File: config.mk
export PLATFORM = sky130hd
export DESIGN_NAME = sp_pack_ctrl
export DESIGN_NICKNAME = d
export VERILOG_FILES = /design/src/rtl/sp_pack_ctrl.sv
export SDC_FILE = /design/constraint.sdc
export NUM_CORES = 1
export LEC_CHECK = 0
export ABC_AREA = 1
export BUFFER_PORTS_ARGS = -buffer_cell sky130_fd_sc_hd__buf_2
export CORE_AREA = 8 8 45 47
export DETAILED_ROUTE_END_ITERATION = 12
export DIE_AREA = 0 0 53 55
export PLACE_DENSITY = 0.72
export SYNTH_ARGS = -nofsm -noshare
export SYNTH_HDL_FRONTEND = slang
export SYNTH_SLANG_ARGS = --single-unit
File: constraint.sdc
create_clock -name clk -period 1.3 [get_ports clk]
set_clock_uncertainty 0.2 [all_clocks]
set_input_delay 0.26 -clock clk [delete_from_list [all_inputs] [get_ports clk]]
set_output_delay 0.26 -clock clk [all_outputs]
set_load 0.01 [all_outputs]
File: src/rtl/sp_pack_ctrl.sv
// sp_pack_ctrl: stream packer, M beats of N bits into one M*N-bit word.
// Adds valid/ready flow control and a one-word holding register.
//
// Ports:
//   clk, reset       rising-edge clock, async active-high reset
//   in_valid/ready   beat handshake, payload in_data[N-1:0]
//   out_valid/ready  word handshake, payload out_data[M*N-1:0]
//                    (first accepted beat in the MSBs)
//   busy             a partial word is in progress
//   flush, out_count only with SP_PACK_FLUSH_EN defined: emit a
//                    partial word, left aligned, out_count = beats
module sp_pack_ctrl #(
    parameter int N = 4,
    parameter int M = 2
) (
    input  logic                   clk,
    input  logic                   reset,
    input  logic                   in_valid,
    input  logic [N-1:0]           in_data,
    output logic                   in_ready,
    output logic                   out_valid,
    output logic [M*N-1:0]         out_data,
    input  logic                   out_ready,
`ifdef SP_PACK_FLUSH_EN
    input  logic                   flush,
    output logic [$clog2(M+1)-1:0] out_count,
`endif
    output logic                   busy
);

    localparam int W  = M * N;
    localparam int CW = $clog2(M);
    localparam logic [CW-1:0] LAST = CW'(M - 1);

    logic [CW-1:0] beat_cnt;
    logic [W-1:0]  sr;
    logic [W-1:0]  sr_nxt;
    logic          last;
    logic          accept;
    logic          complete;
    logic          take;

    assign last     = (beat_cnt == LAST);
    // Only the word-completing beat needs a free holding slot.
    assign in_ready = ~last | ~out_valid | out_ready;
    assign accept   = in_valid & in_ready;
    assign complete = accept & last;
    assign take     = out_valid & out_ready;
    assign sr_nxt   = {sr[W-N-1:0], in_data};
    assign busy     = (beat_cnt != '0);

`ifdef SP_PACK_FLUSH_EN
    localparam int OW = $clog2(M + 1);
    localparam logic [OW-1:0] FULL = OW'(M);

    logic          flush_pend;
    logic [OW-1:0] k;
    logic          fl_exec;
    logic          fl_drop;
    logic [W-1:0]  fl_src;
    logic [W-1:0]  fl_word;

    // Beat count including a beat accepted in this cycle.
    assign k       = OW'(beat_cnt) + OW'(accept);
    assign fl_exec = flush_pend & ~complete & (k != '0) &
                     (~out_valid | out_ready);
    assign fl_drop = flush_pend & ~accept & (beat_cnt == '0);
    assign fl_src  = accept ? sr_nxt : sr;
    // Left shift drops stale bits above the k live beats.
    assign fl_word = fl_src << ((M - int'(k)) * N);
`endif

    always_ff @(posedge clk or posedge reset) begin
        if (reset) begin
            beat_cnt   <= '0;
            sr         <= '0;
            out_data   <= '0;
            out_valid  <= 1'b0;
`ifdef SP_PACK_FLUSH_EN
            flush_pend <= 1'b0;
            out_count  <= '0;
`endif
        end else begin
            if (accept) begin
                sr <= sr_nxt;
            end

            if (complete) begin
                beat_cnt <= '0;
            end else if (accept) begin
                beat_cnt <= beat_cnt + 1'b1;
            end

            if (complete) begin
                out_data  <= sr_nxt;
                out_valid <= 1'b1;
`ifdef SP_PACK_FLUSH_EN
                out_count <= FULL;
`endif
            end
`ifdef SP_PACK_FLUSH_EN
            else if (fl_exec) begin
                out_data  <= fl_word;
                out_valid <= 1'b1;
                out_count <= k;
                beat_cnt  <= '0;
            end
`endif
            else if (take) begin
                out_valid <= 1'b0;
            end

`ifdef SP_PACK_FLUSH_EN
            flush_pend <= flush |
                          (flush_pend & ~fl_exec & ~fl_drop);
`endif
        end
    end

endmodule
Word-level counts from Yosys, hierarchy flattened
Index checks and enable logic that the tools add are counted.

$add $sub $neg: 1. Multiplexer cells: 4. Bitwise operators: 7. Reductions and logical operators: 2.

Operator list (number): two-way mux 1 bit (4); nonzero test 2 bit (2); AND 1 bit (3); NOT 1 bit (2); bitwise OR 1 bit (2); adder 1 bit, second input constant (1).

Flip-flop bits (word level): 14. Input bits: 8. Output and inout port bits: 11. Word-level logic and storage cells: 18.

Longest topological paths before layout
Depth in word-level cells: 6. Depth in mapped cells: 5. Depth with buffers taken out: 5.

Least setup slack after synthesis
Ideal clock, no wire load.

Path type: register to register. From: reg beat_cnt, in the netlist busy. To: reg beat_cnt, in the netlist busy. Library setup time: 113 ps. Data arrival time: 870 ps. Required time: 987 ps. Setup slack: 117 ps. Cell stages (with the launch flop): 5. Buffers on the path: 1. Clock period less this slack: 1183 ps. Path through: dfrtp_1 -> buf_6 -> or2_0 -> nand2_1 -> inv_1.

Longest elaborated chain between the ends: 6. Elaborated cells between the ends (all ways): 9. Those cells by class: add/sub: 1; mux: 2; bitwise: 5; reduce/logical: 1.

RTL lines: from (decl) (RTL line 35) `logic [CW-1:0] beat_cnt;`; from (signal assigned) (RTL line 91) `beat_cnt <= beat_cnt + 1'b1;`; NOT 1 bit (RTL line 45) `assign in_ready = ~last | ~out_valid | out_ready;`; bitwise OR 1 bit (2 in a row) (RTL line 45); AND 1 bit (RTL line 46) `assign accept = in_valid & in_ready;`; AND 1 bit (RTL line 47) `assign complete = accept & last;`; two-way mux 1 bit / nonzero test 2 bit (equally long branches).

Several ways; a longest one is shown, not always the timed one. The select of a mux whose other input is x is not followed. A chain may end at the register's enable or synchronous reset.

Worst setup path after layout
From: reg out_valid. To: out in_ready.

Longest elaborated chain between the ends: 3.

RTL lines: from (decl) (RTL line 21) `output logic out_valid,`; from (signal assigned) (RTL line 78) `out_valid <= 1'b0;`; from (signal assigned) (RTL line 96) `out_valid <= 1'b1;`; from (signal assigned) (RTL line 110) `out_valid <= 1'b0;`; NOT 1 bit (RTL line 45); bitwise OR 1 bit (2 in a row) (RTL line 45); to (decl) (RTL line 20) `output logic in_ready,`.

Every way passes these cells.

==> impl_metrics.sql <==
INSERT INTO impl_metrics (metric_group, metric, value, unit) VALUES
('layout', 'multiInputGateArea', '249', 'µm²'),
('layout', 'area.sequential', '352', 'µm²'),
('cts', 'cts_sinks', '14', ''),
('worst_hold_path', 'timing.hold.worst.class', 'in2reg', ''),
('cts', 'cts_tree', 'done', ''),
('die', 'die_area', '2920', 'µm²'),
('layout', 'antenna-diode-count', '0', ''),
('detailed_routing', 'detail_route.drc_violations', '0', ''),
('worst_setup_path', 'criticalPathCategory', 'reg2out', ''),
('die', 'core', '1380', 'µm²'),
('detailed_routing', 'vias_per_cell', '5.03', ''),
('power', 'peakVddDrop', '0.000869', 'V'),
('layout', 'layout_common_cells', 'sky130_fd_sc_hd__nand2_1 (26), sky130_fd_sc_hd__buf_2 (17), sky130_fd_sc_hd__dfrtp_1 (13)', ''),
('logic_synthesis', 'yosysUniqueCellTypes', '10', ''),
('run_status', 'outcome', 'complete, but fails checks', ''),
('worst_setup_path', 'cp.arrival', '920', 'ps'),
('timing', 'max_clock_freq', '725', 'MHz'),
('place', 'place_area', '711', 'µm²'),
('grt', 'number_of_global_route_vias_before_repair', '494', ''),
('layout', 'layout_commonest_cell', 'sky130_fd_sc_hd__nand2_1', ''),
('grt', 'antenna_found_initial', '0', ''),
('detailed_routing', 'drt_first_iter_violations', '10', ''),
('layout', 'post_layout_nonfiller_instances', '108', ''),
('logic_synthesis', 'postSynthAreaPerCell', '9.69', 'µm²'),
('logic_synthesis', 'synth.ff_latch_count', '14', ''),
('grt', 'wire_length_of_the_first_global_routing_pass', '2390', 'µm'),
('grt', 'grt_usage', '11.2', '%'),
('job', 'total_of_max_cap_violations', '0', ''),
('timing', 'minimum_clock_period_after_layout', '1380', 'ps'),
('detailed_routing', 'route.antenna.remaining_nets', '0', ''),
('cts', 'cts.path.max_buffers', '2', ''),
('worst_setup_path', 'cp_max_fo', '3', ''),
('die', 'initial_core_utilization', '43.4', '%'),
('cts', 'htreeDepth', '1', ''),
('detailed_routing', 'pre_repair_dr_iteration_count', '4', ''),
('die', 'die_y', '55', 'µm'),
('logic_synthesis', 'synth_cells', '62', ''),
('detailed_routing', 'avgRoutedWirePerCell', '13.6', 'µm'),
('grt', 'grt-ovfl-total', '0', ''),
('layout', 'filler_cell_count', '115', ''),
('timing', 'setup_viol_count_final', '3', ''),
('logic_synthesis', 'seq_area_frac_synth', '58.3', '%'),
('layout', 'final_design_area_no_fill', '838', 'µm²'),
('layout', 'flow.area_growth_from_synthesis', '39.6', '%'),
('power', 'power.density', '1690', 'nW/µm²'),
('cts', 'clkTransAtPathRegs', '80', 'ps'),
('worst_setup_path', 'critical_path_required', '840', 'ps'),
('layout', 'layout-drive-gt1-share', '40.2', '%'),
('timing', 'finalHoldViolCount', '0', ''),
('place', 'hpwlAfterDp', '992', 'µm'),
('cts', 'clockRootBuffer', 'sky130_fd_sc_hd__clkbuf_4', ''),
('layout', 'postLayoutCoreUtil', '60.6', '%'),
('die', 'number_of_core_rows', '14', ''),
('logic_synthesis', 'netlist_area', '601', 'µm²'),
('die', 'pin_count', '19', ''),
('layout', 'design.final.nets', '101', ''),
('cts', 'insertion_delay', '290', 'ps'),
('worst_setup_path', 'crit_path_end_kind', 'primary output', ''),
('detailed_routing', 'route.final.wire_length', '1470', 'µm'),
('detailed_routing', 'via_count', '543', ''),
('die', 'die_x', '53', 'µm'),
('place', 'io_buffer_count', '18', ''),
('timing', 'max-slew-margin-rel', '77.2', '%'),
('place', 'dp.cells', '97', ''),
('cts', 'tritoncts.num_buffers', '3', ''),
('run_status', 'failed_checks', 'setup timing', ''),
('power', 'leakage', '0.465', 'nW'),
('timing', 'period_share', '106', '%'),
('logic_synthesis', 'mappedNetlistNets', '70', ''),
('timing', 'final_critical_path_setup_slack', '-79.6', 'ps'),
('worst_setup_path', 'worst_setup_path_start_kind', 'register', ''),
('grt', 'pin_count_of_the_biggest_net_entering_global_routing', '16', ''),
('logic_synthesis', 'yosys_warnings', '0', ''),
('place', 'gp_congestion', '0.816', ''),
('timing', 'tightest_slew', '341', 'ps'),
('timing', 'final_max_slew_viol_count', '0', ''),
('timing', 'rsz0062_at_grt', 'yes', '');
==> registers in the layout, indices dropped and copies added (netlist names) <==
signal / flops
out_data: 8
sr: 4
busy: 1
out_valid: 1
==> path summary, 6_finish.rpt <==
kind                                         start                 endpoint  slack, ps  cells past startpoint
max                          out_valid$_DFFE_PP0P_                 in_ready        -80                      2
min reg2reg                out_data[4]$_DFFE_PP0P_  out_data[4]$_DFFE_PP0P_        270                      2
max in group asynchronous                    reset         busy$_DFFE_PP0P_        420                      4
min                                     in_data[3]        sr[3]$_DFFE_PP0P_         20                      3
max reg2reg                  out_valid$_DFFE_PP0P_  out_data[7]$_DFFE_PP0P_         30                      5
min in group asynchronous                    reset  out_data[7]$_DFFE_PP0P_        300                      4
==> kinds of logic (layout without fill, tap and decap cells) <==
group	Yosys count	in the layout	synth area share (%)
flops	14	14	58.3
buf+inv	5	34	5.62
simple gates	43	44	36.0
==> cell type report <==
cell class / count / area share [%]
sequential: 14 / 41.9
tap: 16 / 2.39
inverter: 3 / 1.34
timing repair buffer: 27 / 20.3
clock buffer: 4 / 4.33
multi-input combinational: 44 / 29.7
==> worst max-delay path, cell delays in order, from the launching register on <==
cell	delay (ps)
sky130_fd_sc_hd__dfrtp_1	410
sky130_fd_sc_hd__nand3_4	90
sky130_fd_sc_hd__buf_6	130
==> stage by stage <==
stage	hold slack, ps	setup TNS (ps)	total power, mW	setup WS, ps
6_report	20.7	-155	1.41	-79.6
5_1_grt	24.7	-482	1.51	-115
4_1_cts	17.5	-163	1.38	-86.5
3_5_place_dp	64.4	0	1.01	99.2
3_3_place_gp	59.1	0	1.00	112
2_1_floorplan	-50.8	0	0.849	117
==> layer usage <==
| layer | up-vias | track usage, % | share of wire, % |
|---|---|---|---|
| met1 | 254 | 14.1 | 44 |
| met5 | - | 0 | 0 |
| met4 | 0 | 9.05 | 2.7 |
| li1 | 266 | - | - |
| met3 | 5 | 3.21 | 7.2 |
| met2 | 18 | 15.6 | 46 |
==> cell usage after synthesis <==
| cell type | instances | area share (%) |
|---|---|---|
| sky130_fd_sc_hd__inv_1 | 3 | 1.9 |
| sky130_fd_sc_hd__nand4_1 | 8 | 8.3 |
| sky130_fd_sc_hd__nand2_1 | 27 | 17 |
| sky130_fd_sc_hd__nand3_2 | 1 | 1.7 |
| sky130_fd_sc_hd__nand2_4 | 1 | 1.9 |
| sky130_fd_sc_hd__or2_0 | 1 | 1.0 |
| sky130_fd_sc_hd__dfrtp_1 | 14 | 58 |
| sky130_fd_sc_hd__buf_6 | 2 | 3.7 |
| sky130_fd_sc_hd__nand3_4 | 1 | 2.9 |
| sky130_fd_sc_hd__nand3_1 | 4 | 3.3 |
==> where the power goes <==
group          internal [mW]  total [mW]  switching, mW
logic                  0.215       0.473          0.258
registers              0.552       0.620         0.0687
clock network          0.171       0.321          0.150
total                  0.938        1.41          0.476
==> what timing repair did <==
item	in CTS	in global routing
setup buffers	3	3
endpoints found under the hold margin	14	0
pin swaps	1	3
hold buffers	1	0
gates cloned	0	1
setup endpoints to repair	4	21
gates resized for setup	3	4
Power figures use the tool's default switching activity.
